### src/rtl/soc_pkg.sv
// Shared constants, UART state encoding and ASCII helpers for the soc
// line-calculator.
package soc_pkg;

  localparam int CLKS_PER_BIT_DEF = 218;

  localparam logic [7:0] ASCII_CR   = 8'h0D;
  localparam logic [7:0] ASCII_LF   = 8'h0A;
  localparam logic [7:0] ASCII_QM   = 8'h3F;
  localparam logic [7:0] ASCII_ZERO = 8'h30;
  localparam logic [7:0] ASCII_A    = 8'h41;

  typedef enum logic [1:0] {IDLE, START, DATA, STOP} uart_state_e;

  function automatic logic [7:0] hex_ascii(input logic [3:0] nib);
    if (nib < 4'd10) return ASCII_ZERO + {4'd0, nib};
    else             return ASCII_A + {4'd0, nib} - 8'd10;
  endfunction

endpackage

### src/rtl/soc_if.sv
// soc_if carries received bytes from the UART receiver to the core;
// soc_pins_if bundles the external pins for whoever drives/observes them.
interface soc_if;
  logic       valid;
  logic [7:0] data;
  modport master (output valid, output data);
  modport slave  (input  valid, input  data);
endinterface


### src/rtl/soc_uart_rx.sv
// 8N1 UART receiver: synchronised input, mid-bit sampling, framing check,
// one-cycle valid pulse per good byte.
module soc_uart_rx
  import soc_pkg::*;
#(
  parameter int CLKS_PER_BIT = CLKS_PER_BIT_DEF
) (
  input  logic  clk,
  input  logic  rst_n,
  input  logic  rxd_i,
  soc_if.master rx_o
);

  localparam int             CW   = $clog2(CLKS_PER_BIT + 1);
  localparam logic [CW-1:0] FULL = CW'(CLKS_PER_BIT - 1);
  localparam logic [CW-1:0] HALF = CW'(CLKS_PER_BIT / 2 - 1);

  logic          sync1_q, sync2_q, prev_q;
  uart_state_e   state_q, state_d;
  logic [CW-1:0] cnt_q, cnt_d;
  logic [2:0]    bit_q, bit_d;
  logic [7:0]    shift_q, shift_d;
  logic          valid_q, valid_d;

  always_ff @(posedge clk or negedge rst_n) begin
    if (!rst_n) begin
      sync1_q <= 1'b1;
      sync2_q <= 1'b1;
      prev_q  <= 1'b1;
      state_q <= IDLE;
      cnt_q   <= '0;
      bit_q   <= '0;
      shift_q <= '0;
      valid_q <= 1'b0;
    end else begin
      sync1_q <= rxd_i;
      sync2_q <= sync1_q;
      prev_q  <= sync2_q;
      state_q <= state_d;
      cnt_q   <= cnt_d;
      bit_q   <= bit_d;
      shift_q <= shift_d;
      valid_q <= valid_d;
    end
  end

  always_comb begin
    state_d = state_q;
    cnt_d   = cnt_q + 1'b1;
    bit_d   = bit_q;
    shift_d = shift_q;
    valid_d = 1'b0;
    case (state_q)
      IDLE: begin
        cnt_d = '0;
        if (prev_q && !sync2_q) state_d = START;
      end
      START: begin
        // Half-bit recheck rejects glitches and aligns sampling to mid-bit.
        if (cnt_q == HALF) begin
          cnt_d   = '0;
          bit_d   = '0;
          state_d = sync2_q ? IDLE : DATA;
        end
      end
      DATA: begin
        if (cnt_q == FULL) begin
          cnt_d   = '0;
          shift_d = {sync2_q, shift_q[7:1]};
          bit_d   = bit_q + 1'b1;
          if (bit_q == 3'd7) state_d = STOP;
        end
      end
      STOP: begin
        if (cnt_q == FULL) begin
          cnt_d   = '0;
          valid_d = sync2_q;
          state_d = IDLE;
        end
      end
      default: state_d = IDLE;
    endcase
  end

  assign rx_o.valid = valid_q;
  assign rx_o.data  = shift_q;

endmodule

### src/rtl/soc.sv
// Line calculator: decimal digits + CR drive LEDS and a hex echo over UART;
// contains the line parser, response buffer/sequencer and UART transmitter.
module soc
  import soc_pkg::*;
#(
  parameter int CLKS_PER_BIT = CLKS_PER_BIT_DEF
) (
  input  logic       clk,
  input  logic       resetn,
  input  logic       RXD,
  output logic       TXD,
  output logic [4:0] LEDS
);

  localparam int             CW   = $clog2(CLKS_PER_BIT + 1);
  localparam logic [CW-1:0] FULL = CW'(CLKS_PER_BIT - 1);

  soc_if rx_bus ();

  soc_uart_rx #(.CLKS_PER_BIT(CLKS_PER_BIT)) u_rx (
    .clk   (clk),
    .rst_n (resetn),
    .rxd_i (RXD),
    .rx_o  (rx_bus)
  );

  logic [15:0]   acc_q, acc_d;
  logic [2:0]    ndig_q, ndig_d;
  logic          err_q, err_d;
  logic [4:0]    leds_q, leds_d;
  logic [7:0]    resp_q [6];
  logic [7:0]    resp_d [6];
  logic [2:0]    len_q, len_d;
  logic [2:0]    idx_q, idx_d;
  logic [2:0]    idx_nxt;
  logic          busy_q, busy_d;
  uart_state_e   tx_state_q, tx_state_d;
  logic [CW-1:0] tx_cnt_q, tx_cnt_d;
  logic [2:0]    tx_bit_q, tx_bit_d;
  logic [7:0]    tx_shift_q, tx_shift_d;

  always_ff @(posedge clk or negedge resetn) begin
    if (!resetn) begin
      acc_q      <= '0;
      ndig_q     <= '0;
      err_q      <= 1'b0;
      leds_q     <= '0;
      len_q      <= '0;
      idx_q      <= '0;
      busy_q     <= 1'b0;
      tx_state_q <= IDLE;
      tx_cnt_q   <= '0;
      tx_bit_q   <= '0;
      tx_shift_q <= '0;
    end else begin
      acc_q      <= acc_d;
      ndig_q     <= ndig_d;
      err_q      <= err_d;
      leds_q     <= leds_d;
      len_q      <= len_d;
      idx_q      <= idx_d;
      busy_q     <= busy_d;
      tx_state_q <= tx_state_d;
      tx_cnt_q   <= tx_cnt_d;
      tx_bit_q   <= tx_bit_d;
      tx_shift_q <= tx_shift_d;
    end
  end

  // Response payload is only read while busy_q is set, so it needs no reset.
  always_ff @(posedge clk) begin
    resp_q <= resp_d;
  end

  assign idx_nxt = idx_q + 3'd1;

  always_comb begin
    acc_d      = acc_q;
    ndig_d     = ndig_q;
    err_d      = err_q;
    leds_d     = leds_q;
    resp_d     = resp_q;
    len_d      = len_q;
    idx_d      = idx_q;
    busy_d     = busy_q;
    tx_state_d = tx_state_q;
    tx_cnt_d   = tx_cnt_q + 1'b1;
    tx_bit_d   = tx_bit_q;
    tx_shift_d = tx_shift_q;

    if (rx_bus.valid) begin
      if (rx_bus.data >= 8'h30 && rx_bus.data <= 8'h39) begin
        acc_d = acc_q * 16'd10 + {12'd0, rx_bus.data[3:0]};
        if (ndig_q != 3'd5) ndig_d = ndig_q + 3'd1;
      end else if (rx_bus.data == ASCII_CR) begin
        // LEDS follow every good line; a reply is only queued when TX is free.
        if (err_q) begin
          if (!busy_q) begin
            resp_d[0] = ASCII_QM;
            resp_d[1] = ASCII_CR;
            resp_d[2] = ASCII_LF;
            len_d     = 3'd3;
            idx_d     = '0;
            busy_d    = 1'b1;
          end
        end else if (ndig_q != 3'd0) begin
          leds_d = acc_q[4:0];
          if (!busy_q) begin
            resp_d[0] = hex_ascii(acc_q[15:12]);
            resp_d[1] = hex_ascii(acc_q[11:8]);
            resp_d[2] = hex_ascii(acc_q[7:4]);
            resp_d[3] = hex_ascii(acc_q[3:0]);
            resp_d[4] = ASCII_CR;
            resp_d[5] = ASCII_LF;
            len_d     = 3'd6;
            idx_d     = '0;
            busy_d    = 1'b1;
          end
        end
        acc_d  = '0;
        ndig_d = '0;
        err_d  = 1'b0;
      end else if (rx_bus.data != ASCII_LF) begin
        err_d = 1'b1;
      end
    end

    case (tx_state_q)
      IDLE: begin
        tx_cnt_d = '0;
        if (busy_q) begin
          tx_state_d = START;
          tx_shift_d = resp_q[idx_q];
        end
      end
      START: begin
        if (tx_cnt_q == FULL) begin
          tx_cnt_d   = '0;
          tx_bit_d   = '0;
          tx_state_d = DATA;
        end
      end
      DATA: begin
        if (tx_cnt_q == FULL) begin
          tx_cnt_d   = '0;
          tx_shift_d = {1'b0, tx_shift_q[7:1]};
          tx_bit_d   = tx_bit_q + 3'd1;
          if (tx_bit_q == 3'd7) tx_state_d = STOP;
        end
      end
      STOP: begin
        // Chain straight into the next start bit to keep bytes back-to-back.
        if (tx_cnt_q == FULL) begin
          tx_cnt_d = '0;
          if (idx_nxt < len_q) begin
            idx_d      = idx_nxt;
            tx_shift_d = resp_q[idx_nxt];
            tx_state_d = START;
          end else begin
            idx_d      = '0;
            busy_d     = 1'b0;
            tx_state_d = IDLE;
          end
        end
      end
      default: tx_state_d = IDLE;
    endcase
  end

  always_comb begin
    case (tx_state_q)
      START:   TXD = 1'b0;
      DATA:    TXD = tx_shift_q[0];
      default: TXD = 1'b1;
    endcase
  end

  assign LEDS = leds_q;

endmodule

### config.mk
export PLATFORM = sky130hd
export DESIGN_NAME = soc
export DESIGN_NICKNAME = d
export VERILOG_FILES = /design/src/rtl/soc_pkg.sv /design/src/rtl/soc_if.sv /design/src/rtl/soc_uart_rx.sv /design/src/rtl/soc.sv
export SDC_FILE = /design/constraint.sdc
export NUM_CORES = 1
export LEC_CHECK = 0
export CAP_MARGIN = 10
export CORE_MARGIN = 2
export CORE_UTILIZATION = 68
export CTS_BUF_LIST = sky130_fd_sc_hd__clkbuf_16
export DETAILED_ROUTE_END_ITERATION = 10
export PLACE_DENSITY_LB_ADDON = 0.05
export SLEW_MARGIN = 20
export SYNTH_ARGS = -nofsm -noshare
export SYNTH_HDL_FRONTEND = slang
export SYNTH_SLANG_ARGS = --single-unit
### constraint.sdc
create_clock -name clk -period 5.65 [get_ports clk]
set_clock_uncertainty 0.15 [all_clocks]
set_input_delay 0.8475 -clock clk [delete_from_list [all_inputs] [get_ports clk]]
set_output_delay 0.8475 -clock clk [all_outputs]
set_load 0.03 [all_outputs]
# Word-level counts from Yosys, hierarchy flattened
# Index checks and enable logic that the tools add are counted.
[classes]
add_sub_neg = 19
multipliers = 1
magnitude_cmp = 9
eq_ne = 26
n_mux = 75
bitwise_logic = 5
reduce_logical = 26
[op_table]
columns = ["cell", "n"]
rows = [
  ["two-way mux 8 bit", 15],
  ["two-way mux 48 bit", 2],
  ["two-way mux 3 bit", 20],
  ["binary-select mux 8 bit (select 3 bit)", 2],
  ["two-way mux 24 bit", 2],
  ["case mux 8 bit (3 select lines)", 2],
  ["adder 7 x 4 -> 8 bit, first input constant", 4],
  ["two-way mux 16 bit", 2],
  ["subtractor 8 x 4 -> 8 bit, second input constant", 4],
  ["adder 6 x 4 -> 7 bit, first input constant", 4],
  ["AND reduction 5 bit", 5],
  ["two-way mux 2 bit", 11],
  ["adder 16 x 4 -> 16 bit", 1],
  ["adder 8 x 1 -> 8 bit, second input constant", 2],
  ["== test 8 bit, second input constant", 2],
  ["< comparator 4 bit, second input constant", 4],
  ["multiplier 16 x 3 -> 15 bit, second input constant", 1],
  ["case mux 2 bit (4 select lines)", 2],
  ["case mux 8 bit (2 select lines)", 1],
  ["two-way mux 1 bit", 13],
  ["adder 3 x 1 -> 3 bit, second input constant", 4],
  ["inequality test 2 x 1 -> 1 bit, second input constant", 6],
  ["inequality test 2 bit, second input constant", 6],
  ["case mux 3 bit (2 select lines)", 2],
  ["other kinds (24)", 44],
]
[totals]
reg_bits = 110
input_bits = 3
out_inout_bits = 6
word_cells = 184

# Depth between registers and ports, before layout
# Gate-level depths: netlist (run 1).
[depth]
depth_word = 9
mapped_depth = 12
depth_no_buf = 10

# Cells and area by module
# From an unflattened synthesis (run 1), not the netlist that was laid out.
[unflattened]
hier_cells = 622
area_unflattened_um2 = 6502.5
[by_module_without_submodules]
columns = ["mod", "n_inst", "cells_each", "area_each_um2", "seq_area_each_um2"]
rows = [
  ["soc", 1, 527, 5340.1, 2167.1],
  ["soc_uart_rx", 1, 95, 1162.4, 629.4],
]

# Least setup slack after synthesis (run 1)
# Ideal clock, no wire load.
[synth_path]
path_type = "register to register"
from = "reg idx_q[0]"
to = "reg tx_shift_q[0]"
setup_time_ps = 129
t_arrival_ps = 2830
t_required_ps = 5371
setup_slack_ps = 2542
stages_incl_launch_ff = 10
n_path_buf = 3
synth_period_minus_slack_ps = 3108
path_cell_list = "dfrtp_1 > buf_2 > buf_2 > inv_1 > ha_1 > clkbuf_1 > mux4_2 > maj3_1 > a221oi_1 > a21oi_1"
[synth_between]
elab_chain_len = 8
word_cells_on_any_way = 16
classes_between = "1 x add/sub; 1 x order compare; 1 x eq/ne; 10 x mux; 2 x bitwise; 1 x reduce/logical"
[synth_rtl]
columns = ["item", "line", "source"]
rows = [
  ["start, declared", "soc.sv:34", "logic [2:0] idx_q, idx_d;"],
  ["start signal, assigned", "soc.sv:61", "idx_q <= idx_d;"],
  ["adder 3 x 1 -> 3 bit", "soc.sv:75", "assign idx_nxt = idx_q + 3'd1;"],
  ["inverter 3 -> 4 bit (not written as such)", "soc.sv:157", "tx_shift_d = resp_q[idx_nxt];"],
  ["binary-select mux 8 bit (select 3 bit)", "soc.sv:157", ""],
  ["two-way mux 8 bit (not written as such) (2 in a row)", "soc.sv:157", ""],
  ["two-way mux 8 bit", "soc.sv:155", "if (idx_nxt < len_q) begin"],
  ["two-way mux 8 bit", "soc.sv:153", "if (tx_cnt_q == FULL) begin"],
  ["case mux 8 bit (3 select lines)", "soc.sv:128", "case (tx_state_q)"],
  ["end signal, assigned", "soc.sv:66", "tx_shift_q <= tx_shift_d;"],
  ["end, declared", "soc.sv:40", "logic [7:0] tx_shift_q, tx_shift_d;"],
]
# Several ways; a longest one is shown, not always the timed one. The select of a mux whose other input is x is not followed.
# A chain may end at the register's enable or synchronous reset.

# Final worst setup path (run 1)
[layout_path]
from = "reg idx_q[0]"
to = "reg tx_shift_q[5]"
# Same word-level chain as after synthesis.

==> summary.json, run 1 <==
{
  "global_routing": {
    "maximum_number_of_pins_on_one_net_before_global_route_repair": 79,
    "grt_util_all_layers_pct": 26.2,
    "antenna_violations_before_repair": 0,
    "grt_pass1_wl_um": 21400,
    "grt_overflow": 0,
    "number_of_global_route_vias_before_repair": 4550
  },
  "worst_setup_path": {
    "crit_path_max_fanout": 22,
    "crit_path_end": "tx_shift_q[5]$_DFFE_PN0P_",
    "path_common_cell": "ha_1",
    "critical_path_class": "reg -> reg",
    "crit_path_start": "idx_q[0]$_DFF_PN0_",
    "worst_ep_required_time_ns": 5.68,
    "crit_path_top_delay_cell": "dfrtp_1",
    "r2r.worst_path.cells": 8,
    "endpoint_of_the_most_critical_register_to_register_path": "tx_shift_q[5]$_DFFE_PN0P_",
    "cp_data_arrival_time_ns": 3.92,
    "r2r_setup_slack_ns": 1.77,
    "timing.critical_path.cells": "inv_1, ha_1, ha_1, a21o_1, a21oi_1, a2bb2oi_1, nor3b_2, a31oi_1",
    "timing.critical_path.from_type": "flop",
    "worst_setup_path_end_kind": "flop",
    "rr_startpoint": "idx_q[0]$_DFF_PN0_",
    "critical-path-max-stage-delay_ns": 0.93
  },
  "floorplanning": {
    "start_util_pct": 70.2,
    "dieArea_mm2": 0.0103,
    "floorplan.rows": 35,
    "die_x_um": 102,
    "core_area_mm2": 0.00924,
    "die_h_um": 102,
    "num_io_pins": 9
  },
  "worst_hold_path": {
    "hold_path_depth": 0,
    "worstHoldPathType": "reg -> reg"
  },
  "sta": {
    "timing.final.max_slew_violations": 0,
    "worstMarginPinSlew_ns": 0.896,
    "min_period_over_period_pct": 68.7,
    "rsz_0062_raised_after_global_routing": "false",
    "timing.hold.ws_ns": 0.207,
    "period_needed_ns": 3.88,
    "slew_headroom_pct": 40.2,
    "timing.setup.tns_ns": 0,
    "finalHoldViolCount": 0,
    "finalSetupViolCount": 0,
    "clock.fmax_mhz": 258,
    "timing.final.ws_setup_ns": 1.77
  },
  "yosys": {
    "mappedNetlistArea_mm2": 0.00649,
    "top_reg_cell_synth": "dfrtp_1",
    "ys.warnings.count": 0,
    "synth_edf_count": 28,
    "async_flop_share_pct": 73.6,
    "synthesis.instances": 629,
    "synth.net_count": 691,
    "sequential_fraction_of_the_synthesis_area_pct": 43.1,
    "synthDistinctLibCells": 71,
    "syn_avg_cell_area_um2": 10.3,
    "ys_seq_elements": 106
  },
  "power_and_ir_drop": {
    "worst_ir_drop_vdd_mv": 0.200,
    "cellPowerDensity_mw_per_mm2": 226,
    "p_leak_nw": 3.00
  },
  "finish": {
    "highest_count_cells_in_the_layout_ignoring_fill_and_taps": "75 x dfrtp_1, 70 x nand2_1, 57 x ha_1",
    "mostFrequentLayoutCell": "dfrtp_1",
    "layout.cell_area.non_filler_mm2": 0.00696,
    "final_util_pct": 75.3,
    "fin_nets": 691,
    "post_route_cells_drive_above_1_share_pct": 9.78,
    "antenna_cells": 0,
    "area_growth_pct": 7.29
  },
  "drt": {
    "vias_per_cell": 6.18,
    "drt_pass1_iterations": 5,
    "initialDrtViolationCount": 238,
    "routed-via-count": 4717,
    "routed_wire_length_per_instance_um": 16.7,
    "route.final.wire_length_um": 12800,
    "final_antenna_net_count": 0,
    "post-route-drc-count": 0
  },
  "cts": {
    "clock_tree_from_tritoncts": "done",
    "total_clock_buffers_created_by_cts": 9,
    "htree_num_levels": 3,
    "hold_buffers": 0,
    "cts_num_sinks": 106,
    "postCtsSetupRepairBufs": 0,
    "clock_insertion_delay_worst_skew_ns": 0.35,
    "worst_setup_hold_path_clk_slew_ns": 0.07,
    "cts_resized": 0,
    "clock_tree.buffer_depth": 2,
    "ctsRootBufferMaster": "clkbuf_16"
  },
  "placement": {
    "placement.setup.worst_slack_ns": 1.75,
    "place.gp.congestion": 0.857,
    "dpl-instance-area_mm2": 0.00665,
    "post-dp-hpwl_um": 9330,
    "place.port_buffers": 8
  },
  "job": {
    "cap_viol_max_count": 0
  },
  "run_status": {
    "run_status": "finished clean"
  }
}
==> worst max-delay path: cells and delay by family (launching register included) <==
family,cells,cell delay [ns]
flops,1,0.93
simple gates,1,0.64
compound gates,4,0.93
fa+ha+maj,2,0.94
buf+inv,1,0.12
==> worst min path at each step <==
stage	to	from	slack, ns
after global placement	u_rx.sync2_q$_DFF_PN1_	u_rx.sync1_q$_DFF_PN1_	0.20
after detailed placement	u_rx.sync2_q$_DFF_PN1_	u_rx.sync1_q$_DFF_PN1_	0.20
after global routing	u_rx.sync2_q$_DFF_PN1_	u_rx.sync1_q$_DFF_PN1_	0.21
after floorplan	u_rx.sync2_q$_DFF_PN1_	u_rx.sync1_q$_DFF_PN1_	0.20
final	u_rx.sync2_q$_DFF_PN1_	u_rx.sync1_q$_DFF_PN1_	0.21
after CTS	u_rx.sync2_q$_DFF_PN1_	u_rx.sync1_q$_DFF_PN1_	0.21
==> report_power, final <==
group | switching [mW] | internal [mW]
sequential | 0.0179 | 0.801
combinational | 0.0919 | 0.0473
clock | 0.273 | 0.341
total | 0.383 | 1.19
==> state kept, by name, summed over array words and instances (netlist names), 2 cells and up <==
signal          flops
tx_bit_q            3
ndig_q              3
LEDS                5
resp_q             28
u_rx.rx_o.data      8
u_rx.state_q        2
idx_q               3
u_rx.cnt_q          8
tx_shift_q          8
u_rx.bit_q          3
tx_cnt_q            8
tx_state_q          2
acc_q              16
len_q               3
==> final cells by class <==
cell class	count	area [um2]
Clock buffer	9	225
Clock inverter	7	63.8
Fill cell	626	2280
Inverter	33	124
Multi-Input combinational cell	468	3480
Sequential cell	106	2800
Tap cell	129	161
Timing Repair Buffer	11	111
==> per-layer routing <==
layer  up-vias  share of wire [%]  global-route usage, %
li1       2279                  -                      -
met1      2295                 43                   32.8
met2       116                 51                   45.7
met3        27                3.6                   4.62
met4         0                2.3                   9.25
met5         -                  0                      0
==> synth_stat cells, types with 5 or more instances <==
library cell,instances,area [um2]
inv_1,32,120
o21ai_0,42,210
nand2_1,70,263
xor2_1,14,123
mux2i_1,8,80.1
nand4_1,10,62.6
mux4_2,12,270
nor2b_1,6,37.5
and2_1,6,37.5
mux2_2,12,135
dfrtp_1,75,1880
nor2_1,51,191
nand3_1,10,50.1
clkbuf_1,16,60.1
ha_1,57,713
and3_1,10,62.6
a21oi_1,30,150
nor3_1,9,45.0
xnor2_1,18,158
edfxtp_1,28,841
nand2b_1,6,37.5
o21a_1,5,37.5
o22ai_1,9,56.3
o211ai_1,5,37.5
==> through the flow <==
stage / total power, mW / cells
detailed placement: 0.974 / 746
floorplan: 0.929 / 629
global placement: 0.963 / 746
global route: 1.63 / 763
CTS: 1.58 / 762
finish: 1.57 / 763
==> logic make-up (layout without fill, tap and decap cells) <==
| group | Yosys count | in the layout | synth area share, % |
|---|---|---|---|
| flops | 106 | 106 | 43.1 |
| buf+inv | 55 | 60 | 3.37 |
| compound gates | 140 | 140 | 14.2 |
| simple gates | 202 | 202 | 15.3 |
| mux | 32 | 32 | 7.48 |
| fa+ha+maj | 61 | 61 | 11.9 |
| xor+xnor | 33 | 33 | 4.69 |
Note: power is estimated with default switching activity, not from simulation.
==> run 2, diff against run 1 <==
--- a/config.mk
+++ b/config.mk
@@ -7,7 +7,7 @@
 export LEC_CHECK = 0
 export CAP_MARGIN = 10
 export CORE_MARGIN = 2
-export CORE_UTILIZATION = 68
+export CORE_UTILIZATION = 57
 export CTS_BUF_LIST = sky130_fd_sc_hd__clkbuf_16
 export DETAILED_ROUTE_END_ITERATION = 10
 export PLACE_DENSITY_LB_ADDON = 0.05
==> constraint.sdc (replaced) <==
create_clock -name clk -period 3.45 [get_ports clk]
set_clock_uncertainty 0.15 [all_clocks]
set_input_delay 0.5175 -clock clk [delete_from_list [all_inputs] [get_ports clk]]
set_output_delay 0.5175 -clock clk [all_outputs]
set_load 0.03 [all_outputs]
==> run 2 against run 1 <==
Effect of this change:
- worst hold slack lost 0.18 ns
- combinational power up 57%
- largest cell class unchanged
- cell area increased by 0.90%
- clock-buffer cell count unchanged
- fmax increased by 22%
- cell count increased by 2.4%
- utilization fell by 11 points
==> summary.json, run 2 (synthesized netlist as in run 1, its figures left out) <==
{
  "run_status": {
    "run_status": {"value": "finished clean", "change": "unchanged"}
  },
  "cts": {
    "clock_insertion_delay_worst_skew": {"value": 0.37, "unit": "ns", "change": "was 0.35 ns"},
    "clock_tree.buffer_depth": {"value": 2, "change": "unchanged"},
    "ctsRootBufferMaster": {"value": "clkbuf_16", "change": "unchanged"},
    "cts_resized": {"value": 0, "change": "unchanged"},
    "postCtsSetupRepairBufs": {"value": 0, "change": "unchanged"},
    "cts_num_sinks": {"value": 106, "change": "unchanged"},
    "worst_setup_hold_path_clk_slew": {"value": 0.08, "unit": "ns", "change": "was 0.07 ns"},
    "hold_buffers": {"value": 0, "change": "unchanged"},
    "clock_tree_from_tritoncts": {"value": "done", "change": "unchanged"},
    "htree_num_levels": {"value": 3, "change": "unchanged"},
    "total_clock_buffers_created_by_cts": {"value": 9, "change": "unchanged"}
  },
  "floorplanning": {
    "die_h": {"value": 111, "unit": "um", "change": "was 102 um"},
    "core_area": {"value": 0.0110, "unit": "mm2", "change": "was 0.00924 mm2"},
    "dieArea": {"value": 0.0123, "unit": "mm2", "change": "was 0.0103 mm2"},
    "floorplan.rows": {"value": 38, "change": "was 35"},
    "die_x": {"value": 111, "unit": "um", "change": "was 102 um"},
    "num_io_pins": {"value": 9, "change": "unchanged"},
    "start_util": {"value": 59.1, "unit": "%", "change": "was 70.2%"}
  },
  "power_and_ir_drop": {
    "power.total": {"value": 2.59, "unit": "mW", "change": "was 1.57 mW"},
    "p_leak": {"value": 3.03, "unit": "nW", "change": "was 3.00 nW"},
    "cellPowerDensity": {"value": 368, "unit": "mW/mm2", "change": "was 226 mW/mm2"},
    "worst_ir_drop_vdd": {"value": 0.366, "unit": "mV", "change": "was 0.200 mV"}
  },
  "sta": {
    "min_period_over_period": {"value": 92.5, "unit": "%", "change": "was 68.7%"},
    "finalSetupViolCount": {"value": 0, "change": "unchanged"},
    "clock.fmax": {"value": 314, "unit": "MHz", "change": "was 258 MHz"},
    "timing.setup.tns": {"value": 0, "unit": "ns", "change": "unchanged"},
    "finalHoldViolCount": {"value": 0, "change": "unchanged"},
    "timing.hold.ws": {"value": 0.0284, "unit": "ns", "change": "was 0.207 ns"},
    "rsz_0062_raised_after_global_routing": {"value": "false", "change": "unchanged"},
    "slew_headroom": {"value": 52.1, "unit": "%", "change": "was 40.2%"},
    "period_needed": {"value": 3.19, "unit": "ns", "change": "was 3.88 ns"},
    "worstMarginPinSlew": {"value": 0.718, "unit": "ns", "change": "was 0.896 ns"},
    "timing.final.max_slew_violations": {"value": 0, "change": "unchanged"}
  },
  "global_routing": {
    "grt_util_all_layers": {"value": 22.4, "unit": "%", "change": "was 26.2%"},
    "maximum_number_of_pins_on_one_net_before_global_route_repair": {"value": 79, "change": "unchanged"},
    "number_of_global_route_vias_before_repair": {"value": 4535, "change": "was 4550"},
    "antenna_violations_before_repair": {"value": 0, "change": "unchanged"},
    "grt_pass1_wl": {"value": 22200, "unit": "um", "change": "was 21400 um"},
    "grt_overflow": {"value": 0, "change": "unchanged"}
  },
  "placement": {
    "place.gp.congestion": {"value": 0.953, "change": "was 0.857"},
    "place.port_buffers": {"value": 8, "change": "unchanged"},
    "post-dp-hpwl": {"value": 9780, "unit": "um", "change": "was 9330 um"}
  },
  "worst_setup_path": {
    "endpoint_of_the_most_critical_register_to_register_path": {"value": "acc_q[14]$_DFFE_PN0P_", "change": "was tx_shift_q[5]$_DFFE_PN0P_"},
    "critical_path_class": {"value": "reg -> reg", "change": "unchanged"},
    "timing.critical_path.from_type": {"value": "flop", "change": "unchanged"},
    "path_common_cell": {"value": "ha_1", "change": "unchanged"},
    "crit_path_max_fanout": {"value": 7, "change": "was 22"},
    "r2r.worst_path.cells": {"value": 10, "change": "was 8"},
    "rr_startpoint": {"value": "acc_q[1]$_DFFE_PN0P_", "change": "was idx_q[0]$_DFF_PN0_"},
    "worst_setup_path_end_kind": {"value": "flop", "change": "unchanged"},
    "crit_path_top_delay_cell": {"value": "dfrtp_1", "change": "unchanged"},
    "worst_ep_required_time": {"value": 3.53, "unit": "ns", "change": "was 5.68 ns"},
    "critical-path-top-delay-family": {"value": "adder cells", "change": "unchanged"},
    "r2r_setup_slack": {"value": 0.26, "unit": "ns", "change": "was 1.77 ns"},
    "worst_path_bufs_invs": {"value": 0, "change": "was 1"},
    "critical-path-max-stage-delay": {"value": 0.47, "unit": "ns", "change": "was 0.93 ns"},
    "cp_data_arrival_time": {"value": 3.27, "unit": "ns", "change": "was 3.92 ns"},
    "timing.critical_path.cells": {"value": "ha_1, ha_1, fa_1, xor2_1, nand2_1, nor4_1, and3_1, nand4_1, xnor2_1, o21ai_0", "change": "was inv_1, ha_1, ha_1, a21o_1, a21oi_1, a2bb2oi_1, nor3b_2, a31oi_1"}
  },
  "finish": {
    "area_growth": {"value": 8.25, "unit": "%", "change": "was 7.29%"},
    "highest_count_cells_in_the_layout_ignoring_fill_and_taps": {"value": "75 x dfrtp_1, 70 x nand2_1, 57 x ha_1", "change": "unchanged"},
    "top_register": {"value": "resp_q", "change": "unchanged"},
    "area.sequential": {"value": 0.00280, "unit": "mm2", "change": "unchanged"},
    "mostFrequentLayoutCell": {"value": "dfrtp_1", "change": "unchanged"},
    "antenna_cells": {"value": 0, "change": "unchanged"},
    "post_route_cells_drive_above_1_share": {"value": 11.1, "unit": "%", "change": "was 9.78%"},
    "multi_input_comb_area": {"value": 0.00348, "unit": "mm2", "change": "unchanged"},
    "biggestRegsByFlops": {"value": "resp_q (28), acc_q (16)", "change": "unchanged"},
    "n_fill_cell": {"value": 895, "change": "was 626"},
    "fin_nets": {"value": 698, "change": "was 691"},
    "largest_reg_flops": {"value": 28, "change": "unchanged"}
  },
  "drt": {
    "drt_pass1_iterations": {"value": 4, "change": "was 5"},
    "routed_wire_length_per_instance": {"value": 16.7, "unit": "um", "change": "about the same"},
    "final_antenna_net_count": {"value": 0, "change": "unchanged"},
    "initialDrtViolationCount": {"value": 327, "change": "was 238"},
    "route.final.wire_length": {"value": 13000, "unit": "um", "change": "was 12800 um"},
    "vias_per_cell": {"value": 5.94, "change": "was 6.18"},
    "routed-via-count": {"value": 4639, "change": "was 4717"},
    "post-route-drc-count": {"value": 0, "change": "unchanged"}
  },
  "job": {
    "cap_viol_max_count": {"value": 0, "change": "unchanged"}
  },
  "worst_hold_path": {
    "worstHoldPathType": {"value": "in -> async", "change": "was reg -> reg"}
  }
}
[run 2: layout make-up]
type | instances | share of cell area [%]
Multi-Input combinational cell | 468 | 49.5
Sequential cell | 106 | 39.8
Clock buffer | 9 | 3.21
Tap cell | 140 | 2.49
Timing Repair Buffer | 18 | 2.23
Inverter | 33 | 1.76
Clock inverter | 7 | 0.962
[run 2: worst reg2reg max path, cell delays in order, from the launching register on]
cell and delay (ns):
dfrtp_1 0.47, ha_1 0.32, ha_1 0.26, fa_1 0.44
xor2_1 0.30, nand2_1 0.10, nor4_1 0.38, and3_1 0.30
nand4_1 0.12, xnor2_1 0.15, o21ai_0 0.08
[run 2: how the worst max path moves through the flow]
stage / slack, ns / end / startpoint / cells after the start
2_1_floorplan: 0.34 / tx_shift_q[0]$_DFFE_PN0P_ / idx_q[0]$_DFF_PN0_ / 9
3_3_place_gp: 0.32 / acc_q[11]$_DFFE_PN0P_ / acc_q[1]$_DFFE_PN0P_ / 10
3_5_place_dp: 0.28 / acc_q[11]$_DFFE_PN0P_ / acc_q[1]$_DFFE_PN0P_ / 10
4_1_cts: 0.25 / acc_q[11]$_DFFE_PN0P_ / acc_q[1]$_DFFE_PN0P_ / 10
5_1_grt: 0.03 / acc_q[14]$_DFFE_PN0P_ / acc_q[1]$_DFFE_PN0P_ / 10
6_report: 0.26 / acc_q[14]$_DFFE_PN0P_ / acc_q[1]$_DFFE_PN0P_ / 10
[run 2: report_power, final]
| part | switching, mW | internal, mW | total [mW] |
|---|---|---|---|
| Sequential | 0.0305 | 1.31 | 1.34 |
| Clock | 0.513 | 0.512 | 1.02 |
| Combinational | 0.142 | 0.0759 | 0.218 |
| Total | 0.686 | 1.90 | 2.59 |
[run 2: through the flow]
step	setup WS [ns]	area, um2	utilization (%)	cells
global route	0.0280	7020	64.0	781
floorplan	0.342	6490	-	629
CTS	0.252	7020	63.9	781
global placement	0.321	6730	61.3	765
detailed placement	0.275	6730	61.3	765
finish	0.260	7020	64.0	781
[run 2: per-layer routing]
layer / track usage [%] / vias to the layer above / part of all wire [%]
met5: 0 / - / 0
met4: 8.83 / 0 / 1.9
met3: 3.12 / 13 / 3.0
met2: 35.4 / 68 / 48
met1: 31.7 / 2265 / 47
li1: - / 2293 / -
==> run 3, diff against run 2 <==
--- a/config.mk
+++ b/config.mk
@@ -10,6 +10,7 @@
 export CORE_UTILIZATION = 57
 export CTS_BUF_LIST = sky130_fd_sc_hd__clkbuf_16
 export DETAILED_ROUTE_END_ITERATION = 10
+export HOLD_SLACK_MARGIN = 0.05
 export PLACE_DENSITY_LB_ADDON = 0.05
 export SLEW_MARGIN = 20
 export SYNTH_ARGS = -nofsm -noshare
==> results of run 3 <==
No change in the layout: final DEF, timing and power equal those of run 2.
